**config.mk**
```make
export PLATFORM = sky130hd
export DESIGN_NAME = ntsc_video_decoder_flat
export DESIGN_NICKNAME = d
export VERILOG_FILES = /design/src/rtl/ntsc_pkg.sv /design/src/rtl/ntsc_video_decoder_if.sv /design/src/rtl/ntsc_pixel_classifier.sv /design/src/rtl/ntsc_video_decoder.sv /design/src/flat_wrapper.sv
export SDC_FILE = /design/constraint.sdc
export NUM_CORES = 1
export LEC_CHECK = 0
export BUFFER_PORTS_ARGS = -buffer_cell sky130_fd_sc_hd__buf_2
export CAP_MARGIN = 5
export CORE_UTILIZATION = 55
export CTS_CLUSTER_DIAMETER = 80
export CTS_CLUSTER_SIZE = 30
export DETAILED_ROUTE_END_ITERATION = 10
export GPL_TIMING_DRIVEN = 1
export PLACE_DENSITY_LB_ADDON = 0.08
export SLEW_MARGIN = 10
export SYNTH_ARGS = -nofsm -noshare
export SYNTH_HDL_FRONTEND = slang
export SYNTH_SLANG_ARGS = --single-unit
```
**constraint.sdc**
```tcl
create_clock -name clock -period 8.8 [get_ports clock]
set_input_delay 1.76 -clock clock [delete_from_list [all_inputs] [get_ports clock]]
set_output_delay 1.76 -clock clock [all_outputs]
set_load 0.01 [all_outputs]
```
**src/rtl/ntsc_pkg.sv**
```systemverilog
// Shared constants and types for the NTSC composite decoder: signal levels,
// thresholds, FSM states and the phase/hue/level field types.
package ntsc_pkg;

  localparam logic [7:0] SyncLevel = 8'h10;  // samples below this are sync tip
  localparam logic [7:0] BurstHigh = 8'h3A;  // first sample at/above marks the burst edge
  localparam logic [7:0] FlatSpan  = 8'h10;  // max-min below this means no subcarrier

  localparam int unsigned NumLow  = 4;
  localparam int unsigned NumHigh = 3;
  // Entry 0 sits in the least significant byte.
  localparam logic [3:0][7:0] LowLevel  = {8'h86, 8'h54, 8'h2F, 8'h22};
  localparam logic [2:0][7:0] HighLevel = {8'hA8, 8'h80, 8'h5E};

  localparam logic [3:0] BurstPhase = 4'd7;
  localparam logic [3:0] PhaseMax   = 4'd11;
  localparam logic [3:0] HueFlatLow = 4'hD;

  typedef enum logic [1:0] {StSearch, StSync, StBurst, StActive} state_e;

  typedef logic [3:0] phase_t;
  typedef logic [3:0] hue_t;
  typedef logic [1:0] level_t;

  function automatic logic [7:0] abs_diff(input logic [7:0] a, input logic [7:0] b);
    return (a > b) ? (a - b) : (b - a);
  endfunction

endpackage

```
**src/rtl/ntsc_video_decoder_if.sv**
```systemverilog
// Composite sample stream in, decoded pixel/raster information out.
interface ntsc_video_decoder_if;
  logic       sample_EN;
  logic [7:0] videoIn;
  logic       pixel_valid;
  logic [5:0] pixelColour;
  logic [8:0] pixelX;
  logic [8:0] lineY;
  logic       hsync_pulse;
  logic       vsync_pulse;
  logic       burstLocked;
  logic       hueError;

  // Source of samples / consumer of decoded pixels.
  modport master (
    output sample_EN, videoIn,
    input  pixel_valid, pixelColour, pixelX, lineY, hsync_pulse, vsync_pulse, burstLocked,
           hueError
  );

  // The decoder itself.
  modport slave (
    input  sample_EN, videoIn,
    output pixel_valid, pixelColour, pixelX, lineY, hsync_pulse, vsync_pulse, burstLocked,
           hueError
  );
endinterface

```
**src/rtl/ntsc_pixel_classifier.sv**
```systemverilog
// Classifies eight composite samples (with their subcarrier phases) into a
// {level, hue} palette index. Stage 1: min/max/threshold mask; stage 2: match.
module ntsc_pixel_classifier
  import ntsc_pkg::*;
(
  input  logic            clock,
  input  logic            reset,
  input  logic            in_valid,
  input  logic [7:0][7:0] samples,
  input  phase_t [7:0]    phases,
  output logic            out_valid,
  output logic [5:0]      colour,
  output logic            hue_error
);

  logic [7:0] s_max, s_min, mid;
  logic [8:0] sum;
  logic [7:0] mask;
  logic       flat;

  logic         s1_valid, s1_flat;
  logic [7:0]   s1_mask, s1_mid, s1_min;
  phase_t [7:0] s1_phases;

  level_t     level;
  hue_t       hue;
  logic       err, found, ok;
  logic [7:0] best;
  logic [4:0] rel;

  // Stage 1 combinational: extremes, midpoint and per-sample high/low mask.
  always_comb begin
    s_max = samples[0];
    s_min = samples[0];
    mask  = '0;
    for (int i = 1; i < 8; i++) begin
      if (samples[3'(i)] > s_max) s_max = samples[3'(i)];
      if (samples[3'(i)] < s_min) s_min = samples[3'(i)];
    end
    sum  = {1'b0, s_max} + {1'b0, s_min};
    mid  = sum[8:1];
    flat = (s_max - s_min) < FlatSpan;
    for (int i = 0; i < 8; i++) mask[3'(i)] = samples[3'(i)] > mid;
  end

  // Stage 1 register.
  always_ff @(posedge clock or posedge reset) begin
    if (reset) begin
      s1_valid  <= 1'b0;
      s1_flat   <= 1'b0;
      s1_mask   <= '0;
      s1_mid    <= '0;
      s1_min    <= '0;
      s1_phases <= '0;
    end else begin
      s1_valid <= in_valid;
      if (in_valid) begin
        s1_flat   <= flat;
        s1_mask   <= mask;
        s1_mid    <= mid;
        s1_min    <= s_min;
        s1_phases <= phases;
      end
    end
  end

  // Stage 2 combinational: nearest level, and lowest hue whose half-cycle window fits the mask.
  always_comb begin
    level = '0;
    hue   = '0;
    err   = 1'b0;
    found = 1'b0;
    ok    = 1'b0;
    rel   = '0;
    best  = 8'hFF;
    if (s1_flat) begin
      for (int i = 0; i < NumLow; i++) begin
        if (abs_diff(s1_mid, LowLevel[2'(i)]) < best) begin
          best  = abs_diff(s1_mid, LowLevel[2'(i)]);
          level = level_t'(i);
          hue   = HueFlatLow;
        end
      end
      for (int i = 0; i < NumHigh; i++) begin
        if (abs_diff(s1_mid, HighLevel[2'(i)]) < best) begin
          best  = abs_diff(s1_mid, HighLevel[2'(i)]);
          level = level_t'(i);
          hue   = '0;
        end
      end
    end else begin
      for (int i = 0; i < NumLow; i++) begin
        if (abs_diff(s1_min, LowLevel[2'(i)]) < best) begin
          best  = abs_diff(s1_min, LowLevel[2'(i)]);
          level = level_t'(i);
        end
      end
      for (int h = 1; h <= 12; h++) begin
        ok = 1'b1;
        for (int j = 0; j < 8; j++) begin
          rel = {1'b0, s1_phases[3'(j)]} + 5'd12 - 5'(h - 1);
          if (rel >= 5'd12) rel = rel - 5'd12;
          if (s1_mask[3'(j)] != (rel < 5'd6)) ok = 1'b0;
        end
        if (ok && !found) begin
          found = 1'b1;
          hue   = hue_t'(h);
        end
      end
      err = !found;
    end
  end

  // Stage 2 register: drives the pixel outputs.
  always_ff @(posedge clock or posedge reset) begin
    if (reset) begin
      out_valid <= 1'b0;
      colour    <= '0;
      hue_error <= 1'b0;
    end else begin
      out_valid <= s1_valid;
      hue_error <= s1_valid & err;
      if (s1_valid) colour <= {level, hue};
    end
  end

endmodule

```
**src/rtl/ntsc_video_decoder.sv**
```systemverilog
// NTSC composite decoder: sync separation, burst phase lock and per-pixel
// sample collection feeding the pixel classifier.
module ntsc_video_decoder
  import ntsc_pkg::*;
#(
  parameter int unsigned ACTIVE_START    = 40,
  parameter int unsigned PIXELS_PER_LINE = 256,
  parameter int unsigned HSYNC_MIN       = 16,
  parameter int unsigned VSYNC_MIN       = 600,
  parameter int unsigned BURST_WINDOW    = 64
) (
  input logic                 clock,
  input logic                 reset,
  ntsc_video_decoder_if.slave vid
);

  localparam logic [6:0]  ActStart = 7'(ACTIVE_START);
  localparam logic [6:0]  WinLast  = 7'(BURST_WINDOW - 1);
  localparam logic [8:0]  PixLast  = 9'(PIXELS_PER_LINE - 1);
  localparam logic [10:0] HMin     = 11'(HSYNC_MIN);
  localparam logic [10:0] VMin     = 11'(VSYNC_MIN);

  state_e      state_q, state_d;
  logic [10:0] run_q, run_d;
  logic [6:0]  cnt_q, cnt_d;
  logic [2:0]  sub_q, sub_d;
  logic [8:0]  pix_cnt_q, pix_cnt_d;
  phase_t      phase_q, phase_d, cur_phase;
  logic [8:0]  line_y_q, line_y_d, pixel_x_q, pixel_x_d;
  logic        hsync_q, hsync_d, vsync_q, vsync_d, locked_q, locked_d;

  logic [6:0][7:0] samp_q;
  phase_t [6:0]    ph_q;
  logic [7:0][7:0] pix_samples;
  phase_t [7:0]    pix_phases;

  logic       is_sync, is_burst, collect, pix_fire;
  logic       pix_valid, pix_err;
  logic [5:0] pix_colour;

  assign is_sync   = vid.videoIn < SyncLevel;
  assign is_burst  = vid.videoIn >= BurstHigh;
  assign cur_phase = (phase_q == PhaseMax) ? '0 : phase_q + 4'd1;
  assign collect   = vid.sample_EN && (state_q == StActive) && !is_sync && (cnt_q >= ActStart);

  // The 8th sample goes straight to the classifier from the input.
  assign pix_samples = {vid.videoIn, samp_q};
  assign pix_phases  = {cur_phase, ph_q};

  // Next-state logic: everything advances only on accepted samples.
  always_comb begin
    state_d   = state_q;
    run_d     = run_q;
    cnt_d     = cnt_q;
    sub_d     = sub_q;
    pix_cnt_d = pix_cnt_q;
    phase_d   = phase_q;
    line_y_d  = line_y_q;
    locked_d  = locked_q;
    hsync_d   = 1'b0;
    vsync_d   = 1'b0;
    pix_fire  = 1'b0;
    pixel_x_d = pix_valid ? pixel_x_q + 9'd1 : pixel_x_q;
    if (vid.sample_EN) begin
      phase_d = cur_phase;
      unique case (state_q)
        StSearch: begin
          if (is_sync) begin
            state_d = StSync;
            run_d   = 11'd1;
          end
        end
        StSync: begin
          if (is_sync) begin
            if (run_q != 11'h7FF) run_d = run_q + 11'd1;
          end else if (run_q >= HMin) begin
            if (run_q >= VMin) begin
              vsync_d  = 1'b1;
              line_y_d = '0;
            end else begin
              hsync_d  = 1'b1;
              line_y_d = (line_y_q == 9'h1FF) ? line_y_q : line_y_q + 9'd1;
            end
            state_d   = StBurst;
            cnt_d     = '0;
            locked_d  = 1'b0;
            pixel_x_d = '0;
          end else begin
            state_d = StSearch;
          end
        end
        StBurst: begin
          if (is_sync) begin
            state_d = StSync;
            run_d   = 11'd1;
          end else if (is_burst) begin
            phase_d   = BurstPhase;
            locked_d  = 1'b1;
            state_d   = StActive;
            cnt_d     = 7'd1;
            sub_d     = '0;
            pix_cnt_d = '0;
          end else if (cnt_q == WinLast) begin
            locked_d = 1'b0;
            state_d  = StSearch;
          end else begin
            cnt_d = cnt_q + 7'd1;
          end
        end
        StActive: begin
          // A sync tip aborts the line and discards any partial pixel.
          if (is_sync) begin
            state_d = StSync;
            run_d   = 11'd1;
            sub_d   = '0;
          end else if (!collect) begin
            cnt_d = cnt_q + 7'd1;
          end else if (sub_q == 3'd7) begin
            pix_fire = 1'b1;
            sub_d    = '0;
            if (pix_cnt_q == PixLast) state_d = StSearch;
            else pix_cnt_d = pix_cnt_q + 9'd1;
          end else begin
            sub_d = sub_q + 3'd1;
          end
        end
        default: state_d = StSearch;
      endcase
    end
  end

  // Control and raster state registers.
  always_ff @(posedge clock or posedge reset) begin
    if (reset) begin
      state_q   <= StSearch;
      run_q     <= '0;
      cnt_q     <= '0;
      sub_q     <= '0;
      pix_cnt_q <= '0;
      phase_q   <= '0;
      line_y_q  <= '0;
      pixel_x_q <= '0;
      hsync_q   <= 1'b0;
      vsync_q   <= 1'b0;
      locked_q  <= 1'b0;
    end else begin
      state_q   <= state_d;
      run_q     <= run_d;
      cnt_q     <= cnt_d;
      sub_q     <= sub_d;
      pix_cnt_q <= pix_cnt_d;
      phase_q   <= phase_d;
      line_y_q  <= line_y_d;
      pixel_x_q <= pixel_x_d;
      hsync_q   <= hsync_d;
      vsync_q   <= vsync_d;
      locked_q  <= locked_d;
    end
  end

  // Holds the first seven samples of the pixel being collected.
  always_ff @(posedge clock or posedge reset) begin
    if (reset) begin
      samp_q <= '0;
      ph_q   <= '0;
    end else if (collect && sub_q != 3'd7) begin
      samp_q[sub_q] <= vid.videoIn;
      ph_q[sub_q]   <= cur_phase;
    end
  end

  ntsc_pixel_classifier u_classifier (
    .clock     (clock),
    .reset     (reset),
    .in_valid  (pix_fire),
    .samples   (pix_samples),
    .phases    (pix_phases),
    .out_valid (pix_valid),
    .colour    (pix_colour),
    .hue_error (pix_err)
  );

  assign vid.pixel_valid = pix_valid;
  assign vid.pixelColour = pix_colour;
  assign vid.hueError    = pix_err;
  assign vid.pixelX      = pixel_x_q;
  assign vid.lineY       = line_y_q;
  assign vid.hsync_pulse = hsync_q;
  assign vid.vsync_pulse = vsync_q;
  assign vid.burstLocked = locked_q;

endmodule

```
**src/flat_wrapper.sv**
```systemverilog
// flat-port wrapper written by rule: the top's interface ports become plain ports
module ntsc_video_decoder_flat import ntsc_pkg::*;
#(
  parameter int unsigned ACTIVE_START    = 40,
  parameter int unsigned PIXELS_PER_LINE = 256,
  parameter int unsigned HSYNC_MIN       = 16,
  parameter int unsigned VSYNC_MIN       = 600,
  parameter int unsigned BURST_WINDOW    = 64
)
  (clock, reset, vid_sample_EN, vid_videoIn, vid_pixel_valid, vid_pixelColour, vid_pixelX, vid_lineY, vid_hsync_pulse, vid_vsync_pulse, vid_burstLocked, vid_hueError);
  ntsc_video_decoder_if vid_i ();
  input logic clock;
  input logic reset;
  input wire logic [$bits(vid_i.sample_EN)-1:0] vid_sample_EN;
  input wire logic [$bits(vid_i.videoIn)-1:0] vid_videoIn;
  output wire logic [$bits(vid_i.pixel_valid)-1:0] vid_pixel_valid;
  output wire logic [$bits(vid_i.pixelColour)-1:0] vid_pixelColour;
  output wire logic [$bits(vid_i.pixelX)-1:0] vid_pixelX;
  output wire logic [$bits(vid_i.lineY)-1:0] vid_lineY;
  output wire logic [$bits(vid_i.hsync_pulse)-1:0] vid_hsync_pulse;
  output wire logic [$bits(vid_i.vsync_pulse)-1:0] vid_vsync_pulse;
  output wire logic [$bits(vid_i.burstLocked)-1:0] vid_burstLocked;
  output wire logic [$bits(vid_i.hueError)-1:0] vid_hueError;
  assign vid_i.sample_EN = vid_sample_EN;
  assign vid_i.videoIn = vid_videoIn;
  assign vid_pixel_valid = vid_i.pixel_valid;
  assign vid_pixelColour = vid_i.pixelColour;
  assign vid_pixelX = vid_i.pixelX;
  assign vid_lineY = vid_i.lineY;
  assign vid_hsync_pulse = vid_i.hsync_pulse;
  assign vid_vsync_pulse = vid_i.vsync_pulse;
  assign vid_burstLocked = vid_i.burstLocked;
  assign vid_hueError = vid_i.hueError;
  ntsc_video_decoder #(.ACTIVE_START(ACTIVE_START), .PIXELS_PER_LINE(PIXELS_PER_LINE), .HSYNC_MIN(HSYNC_MIN), .VSYNC_MIN(VSYNC_MIN), .BURST_WINDOW(BURST_WINDOW)) u_core (.clock(clock), .reset(reset), .vid(vid_i));
endmodule
```
* Yosys cells after proc, flatten, opt, wreduce, memory -nomap -nowiden
Cells that the tools add are included.
** Storage, ports and cells
- Input port bits :: 11
- Register bits :: 187
- Output and inout bits :: 29
- Logic and storage cells :: 698
** Operators by class
- Equality and inequality tests :: 78
- Multiplexer cells :: 297
- Reduce and logical (&&, ||, !) cells :: 41
- Add/sub/neg operators :: 117
- Magnitude comparators :: 126
- Bitwise logic cells :: 2
** Operator list (number)
- $mux W5 :: 96
- $sub A5 B4 Y5 const B :: 64
- $ge A5 B4 Y1 const B :: 48
- $lt A5 B3 Y1 const B :: 48
- $mux W8 :: 21
- $mux W9 :: 13
- $mux W1 :: 110
- $mux W4 :: 20
- $sub A5 B3 Y5 const B :: 16
- $bwmux W56 :: 1
- $gt A8 B8 Y1 :: 7
- $lt A8 B8 Y1 :: 7
- $mux W7 :: 7
- $ne A1 B1 Y1 :: 48
- $sub A5 B2 Y5 const B :: 8
- $mux W11 :: 3
- $gt A8 B6 Y1 const B :: 4
- $sub A6 B8 Y8 const A :: 4
- $sub A8 B6 Y8 const B :: 4
- $bwmux W28 :: 1
- $add A9 B1 Y9 const B :: 3
- $demux W8 S3 :: 1
- $mux W2 :: 12
- $pmux W11 S2 :: 1
- 56 further kinds :: 114

* Depth between registers and ports, before layout
- Depth after elaboration :: 60
- Depth in mapped cells :: 47
- Mapped depth without buffers :: 45

* By module
A second synthesis with hierarchy kept.
** Second synthesis, totals
- Cell total of the unflattened synthesis :: 2166
- Area total of the unflattened synthesis :: 18744.2 um^2
** Modules (own cells, without submodules)
- ntsc_pixel_classifier :: area an instance 12296.8 um^2, cells each 1628, instances 1, sequential area each 1126.1 um^2
- ntsc_video_decoder :: area an instance 6447.4 um^2, cells each 538, instances 1, sequential area each 3528.4 um^2

* Worst setup path before layout
Ideal clock, no wire load.
- Path kind :: register to register
- Start :: register u_core.samp_q, in the netlist u_core.pix_samples[1]
- End :: register u_core.u_classifier.s1_mask[1]
- Data required time :: 8670 ps
- Buffers on the path :: 1
- Stages on the path, launching flop included :: 41
- Library setup time :: 130 ps
- Arrival time :: 7763 ps
- Slack :: 907 ps
- Clock period less this slack :: 7893 ps
- Cells stage by stage :: dfrtp_1 -> inv_1 -> ha_1 -> nor2b_1 -> o211ai_1 -> a21boi_0 -> o21ai_1 -> mux2i_1 -> ha_1 -> a221o_1 -> o21ai_0 -> a31o_2 -> a21o_1 -> clkbuf_1 -> o21ai_0 -> ha_1 -> a21o_1 -> a21oi_1 -> (+5 left out) -> mux2_2 -> fa_1 -> inv_1 -> o21ai_0 -> a21oi_1 -> nor2_1 -> o21ai_0 -> nand2b_1 -> a21o_1 -> a21oi_1 -> ha_1 -> nand2_1 -> nor2_1 -> o22ai_1 -> nand2_1 -> maj3_1 -> a211oi_1 -> a21oi_1
** Between the ends
- Cells in the longest elaborated chain, start to end :: 8
- Elaborated cells between the ends (all ways) :: 14
- Classes of those cells :: add/sub (1); order compare (7); mux (6)
** RTL lines
- start, declared :: RTL line ntsc_video_decoder.sv:32 : logic [6:0][7:0] samp_q;
- start signal, assigned by index :: RTL line ntsc_video_decoder.sv:167 : samp_q[sub_q] <= vid.videoIn;
- $gt A8 B8 Y1 / $lt A8 B8 Y1 (equally long branches) :: RTL line ntsc_pixel_classifier.sv:37, ntsc_pixel_classifier.sv:38
- $mux W8, on equally long branches :: RTL line ntsc_pixel_classifier.sv:37, ntsc_pixel_classifier.sv:38
- $gt A8 B8 Y1 / $lt A8 B8 Y1 (equally long branches) :: RTL line ntsc_pixel_classifier.sv:37, ntsc_pixel_classifier.sv:38
- $mux W8, on equally long branches :: RTL line ntsc_pixel_classifier.sv:37, ntsc_pixel_classifier.sv:38
- $gt A8 B8 Y1 / $lt A8 B8 Y1 (equally long branches) :: RTL line ntsc_pixel_classifier.sv:37, ntsc_pixel_classifier.sv:38
- $mux W8, on equally long branches :: RTL line ntsc_pixel_classifier.sv:37, ntsc_pixel_classifier.sv:38
- $add A8 B8 Y9 * :: RTL line ntsc_pixel_classifier.sv:40 : sum = {1'b0, s_max} + {1'b0, s_min};
- $gt A8 B8 Y1 * :: RTL line ntsc_pixel_classifier.sv:43 : for (int i = 0; i < 8; i++) mask[3'(i)] = samples[3'(i)] > mid;
- end signal, assigned :: RTL line ntsc_pixel_classifier.sv:59 : s1_mask <= mask;
- end, declared :: RTL line ntsc_pixel_classifier.sv:22 : logic [7:0] s1_mask, s1_mid, s1_min;
Every way passes the cells marked *; elsewhere a longest branch is shown, timed or not.
A chain may end at the register's enable or synchronous reset.

* Worst setup path after layout
- Start :: register u_core.samp_q, in the netlist u_core.pix_samples[1]
- End :: register u_core.u_classifier.s1_mask[0]
** Between the ends
- Cells in the longest elaborated chain, start to end :: 8
- Elaborated cells between the ends (all ways) :: 14
- Classes of those cells :: add/sub (1); order compare (7); mux (6)
** RTL lines (RTL line)
- $gt A8 B8 Y1 / $lt A8 B8 Y1 (equally long branches) :: ntsc_pixel_classifier.sv:37, ntsc_pixel_classifier.sv:38
- $mux W8, on equally long branches :: ntsc_pixel_classifier.sv:37, ntsc_pixel_classifier.sv:38
- $gt A8 B8 Y1 / $lt A8 B8 Y1 (equally long branches) :: ntsc_pixel_classifier.sv:37, ntsc_pixel_classifier.sv:38
- $mux W8, on equally long branches :: ntsc_pixel_classifier.sv:37, ntsc_pixel_classifier.sv:38
- $gt A8 B8 Y1 / $lt A8 B8 Y1 (equally long branches) :: ntsc_pixel_classifier.sv:37, ntsc_pixel_classifier.sv:38
- $mux W8, on equally long branches :: ntsc_pixel_classifier.sv:37, ntsc_pixel_classifier.sv:38
- $add A8 B8 Y9 :: ntsc_pixel_classifier.sv:40
- $gt A8 B8 Y1 * :: ntsc_pixel_classifier.sv:43
Marks and branches as above.

==> results_dict.tcl <==
set metrics [dict create \
    status "complete, no violations" \
    async_flop_share_pct 100.0 \
    mappedNetlistNets 2335 \
    required_ns 9.12 \
    h-tree-depth 4 \
    hp-class "flip-flop to flip-flop" \
    avgSynthCellArea_um2 8.051 \
    routed_via_density 5.915 \
    firstDrtPassIters 5 \
    grt_pass1_wl_um 69750 \
    routed_wl_um 42040 \
    first_iter_violations 985 \
    ys_seq_area_share_pct 22.45 \
    slew_viol_final 0 \
    synthCells 2077 \
    peakVddDrop_v 0.0001172 \
    grtUsageTotal_pct 27.52 \
    cp.arrival_ns 8.52 \
    clock-sinks 150 \
    post-route-min-period_ns 8.209 \
    clockBufferDepth 2 \
    min_from "u_core.ph_q[4]" \
    antenna_found_initial 0 \
    routed.top_layer "met4" \
    worst_pin_slew_ns 0.8948 \
    p_leak_nw 8.434 \
    drc 0 \
    cts_buffers 17 \
    post-route-util_pct 60.38 \
    grt-ovfl-total 0 \
    r2r_setup_slack_ns 0.59 \
    slew_headroom_pct 40.35 \
    die_w_um 176.4 \
    setup_slack_ns 0.5908 \
    dp_slack_ns -0.08610 \
    layout_commonest_cell "ha_1" \
    place.gp.congestion 0.9221 \
    rows 63 \
    crit_path_start_kind "flip-flop" \
    num_vias 14698 \
    drive_above_1_share_pct 8.210 \
    fp.dieH_um 176.4 \
    critPathCaptureType "flip-flop" \
    fin_crit_sh_pct 93.29 \
    ys_seq_elements 150 \
    clk_latency_ns 0.45 \
    p_total_mw 2.045 \
    crit_fanout 14 \
    grt_max_degree 82 \
    powerDensity_nw_per_um2 113.7 \
    maxCapViolCount 0 \
    core_um2 29800 \
    synth.distinct_cells 80 \
    ios 40 \
    start_util_pct 56.12 \
    root_buffer "clkbuf_16" \
    cpPeakStageDelay_ns 0.46 \
    finalNonFillerCells 2485 \
    synthToLayoutAreaGrowth_pct 7.587 \
    wl_met1_um 20360 \
    skew_ns 0.01558 \
    cp_top_family "compound AO/OA/AOI/OAI gates" \
    r2r_cells 42 \
    drtAntennaViolNets 0 \
    wl_per_cell_um 16.92 \
    die_area_um2 31100 \
    numPortBuffers 38 \
    nFillCells 2701 \
    grt_pass1_vias 14062 \
    hpwlAfterDp_um 32280 \
    reg2reg_from "u_core.pix_samples[1]" \
    min_delay_worst_endpoint "u_core.u_classifier.s1_phases[4]" \
    wl_met2_um 19740 \
    regArea_um2 3754 \
    netlist_area_um2 16720 \
    synth_edf_count 0 \
    multi_input_area_um2 12250 \
    setup_viol 0 \
    ys.flop_type "dfrtp_1" \
    worstReg2RegEnd "u_core.u_classifier.s1_mask[0]" \
    clk_pin_slew_ns 0.07 \
    wl_met3_um 1456 \
    path_buf_inv 4 \
    nets 2340 \
    hold_path_depth 2 \
    cts_tree "yes" \
    layout_common_cells "ha_1, nand2_1, nor2_1, a21oi_1, o21ai_0" \
    fmax_mhz 121.8 \
    worstSetupPathType "flip-flop to flip-flop" \
    final_hold_viol_count 0 \
    critPathSlowestCell "fa_1" \
    cpMostUsedCell "a21oi_1" \
    fin_area_um2 17990 \
    place_area_um2 17280 \
    dp.cells 2452 \
    yosysWarnings 0 \
    num_antenna_cells 0 \
]
-- layer usage --
metal / vias to the layer above / GRT usage (%)
met1: 7000 / 37.58
met5: - / 0
met4: 0 / 6.322
met3: 40 / 2.670
li1: 7377 / -
met2: 281 / 46.78
-- report_power, final --
group | total, mW | switching (mW) | internal [mW]
clock | 0.759 | 0.352 | 0.408
sequential | 0.781 | 0.0485 | 0.732
combinational | 0.505 | 0.310 | 0.196
-- logic make-up (layout without fill, tap and decap cells) --
logic type | count (synthesis) | in the layout | synth area share (%)
and+or+nand+nor | 642 | 642 | 18.31
muxes | 81 | 81 | 5.148
adders and majority gates | 250 | 250 | 18.71
buffers and inverters | 209 | 227 | 4.759
xor gates and xnor gates | 200 | 200 | 10.48
AOI/OAI and AO/OA | 544 | 544 | 20.13
other | 1 | 1 | 0.02243
DFF | 150 | 150 | 22.45
-- final cells by class --
class                           count  share of cell area (%)
Sequential cell                   150                   20.86
Inverter                          133                   2.803
Clock buffer                       17                   2.365
Timing Repair Buffer               62                   2.128
Clock inverter                     15                   1.029
Multi-Input combinational cell   1718                   68.10
Tap cell                          390                   2.712
-- registers in the layout, summed over array words and instances (netlist names), 2 cells and up --
name,count
u_core.cnt_q,7
u_core.ph_q,16
u_core.phase_q,4
u_core.pix_cnt_q,9
u_core.pix_samples,32
u_core.run_q,11
u_core.state_q,2
u_core.sub_q,3
u_core.u_classifier.colour,5
u_core.u_classifier.s1_mask,4
u_core.u_classifier.s1_mid,8
u_core.u_classifier.s1_min,8
u_core.u_classifier.s1_phases,16
u_core.vid.lineY,9
u_core.vid.pixelX,9
-- worst register-to-register path, delay by kind of cell (launching register included) --
kind / cells / cell delay [ns]
muxes: 2 / 0.56
adders and majority gates: 6 / 1.91
buffers and inverters: 4 / 0.48
and+or+nand+nor: 8 / 0.90
DFF: 1 / 0.39
AOI/OAI and AO/OA: 22 / 3.84
-- per-stage QoR --
stage	setup TNS (ns)	hold WS, ns
final	0	0.4839
after global routing	-0.1217	0.5259
after CTS	0	0.4840
after detailed placement	-0.1212	0.4699
after global placement	0	0.4641
after floorplan	0	0.4444
-- timing repair --
action / CTS / global route
resized for setup: 1 / 23
pin swaps: 0 / 4
setup buffers: 0 / 1
hold buffers: 0 / 0
setup endpoints to repair: 4 / 4
-- how the worst max path moves through the flow --
stage	from	endpoint	slack (ns)	cells past startpoint
after global routing	u_core.pix_samples[1]	u_core.u_classifier.s1_mask[0]	-0.06	44
after floorplan	u_core.pix_samples[1]	u_core.u_classifier.s1_mask[1]	0.91	40
final	u_core.pix_samples[1]	u_core.u_classifier.s1_mask[0]	0.59	42
after detailed placement	u_core.pix_samples[1]	u_core.u_classifier.s1_mask[1]	-0.09	39
after global placement	u_core.pix_samples[1]	u_core.u_classifier.s1_mask[1]	0.02	39
after CTS	u_core.pix_samples[1]	u_core.u_classifier.s1_mask[0]	0.09	41
-- synth_stat cells (15+ instances only) --
cell type / number / area share, %
nor2_1: 170 / 3.8
nor2b_1: 30 / 1.1
nand2b_1: 24 / 0.90
a21o_1: 25 / 1.1
a21boi_0: 23 / 1.0
xnor2_1: 112 / 5.9
a31oi_1: 26 / 0.97
clkbuf_1: 59 / 1.3
xor2_1: 88 / 4.6
o21a_1: 18 / 0.81
nor3_1: 36 / 1.1
a21oi_1: 160 / 4.8
nand2_1: 205 / 4.6
mux2_2: 40 / 2.7
inv_1: 131 / 2.9
nand4_1: 40 / 1.5
o21ai_0: 155 / 4.6
nor3b_1: 16 / 0.72
dfrtp_1: 150 / 22
buf_1: 15 / 0.34
mux2i_1: 41 / 2.5
ha_1: 246 / 18
and3_1: 15 / 0.56
a211oi_1: 23 / 1.0
nand3_1: 46 / 1.4
Power figures use the tool's default switching activity.
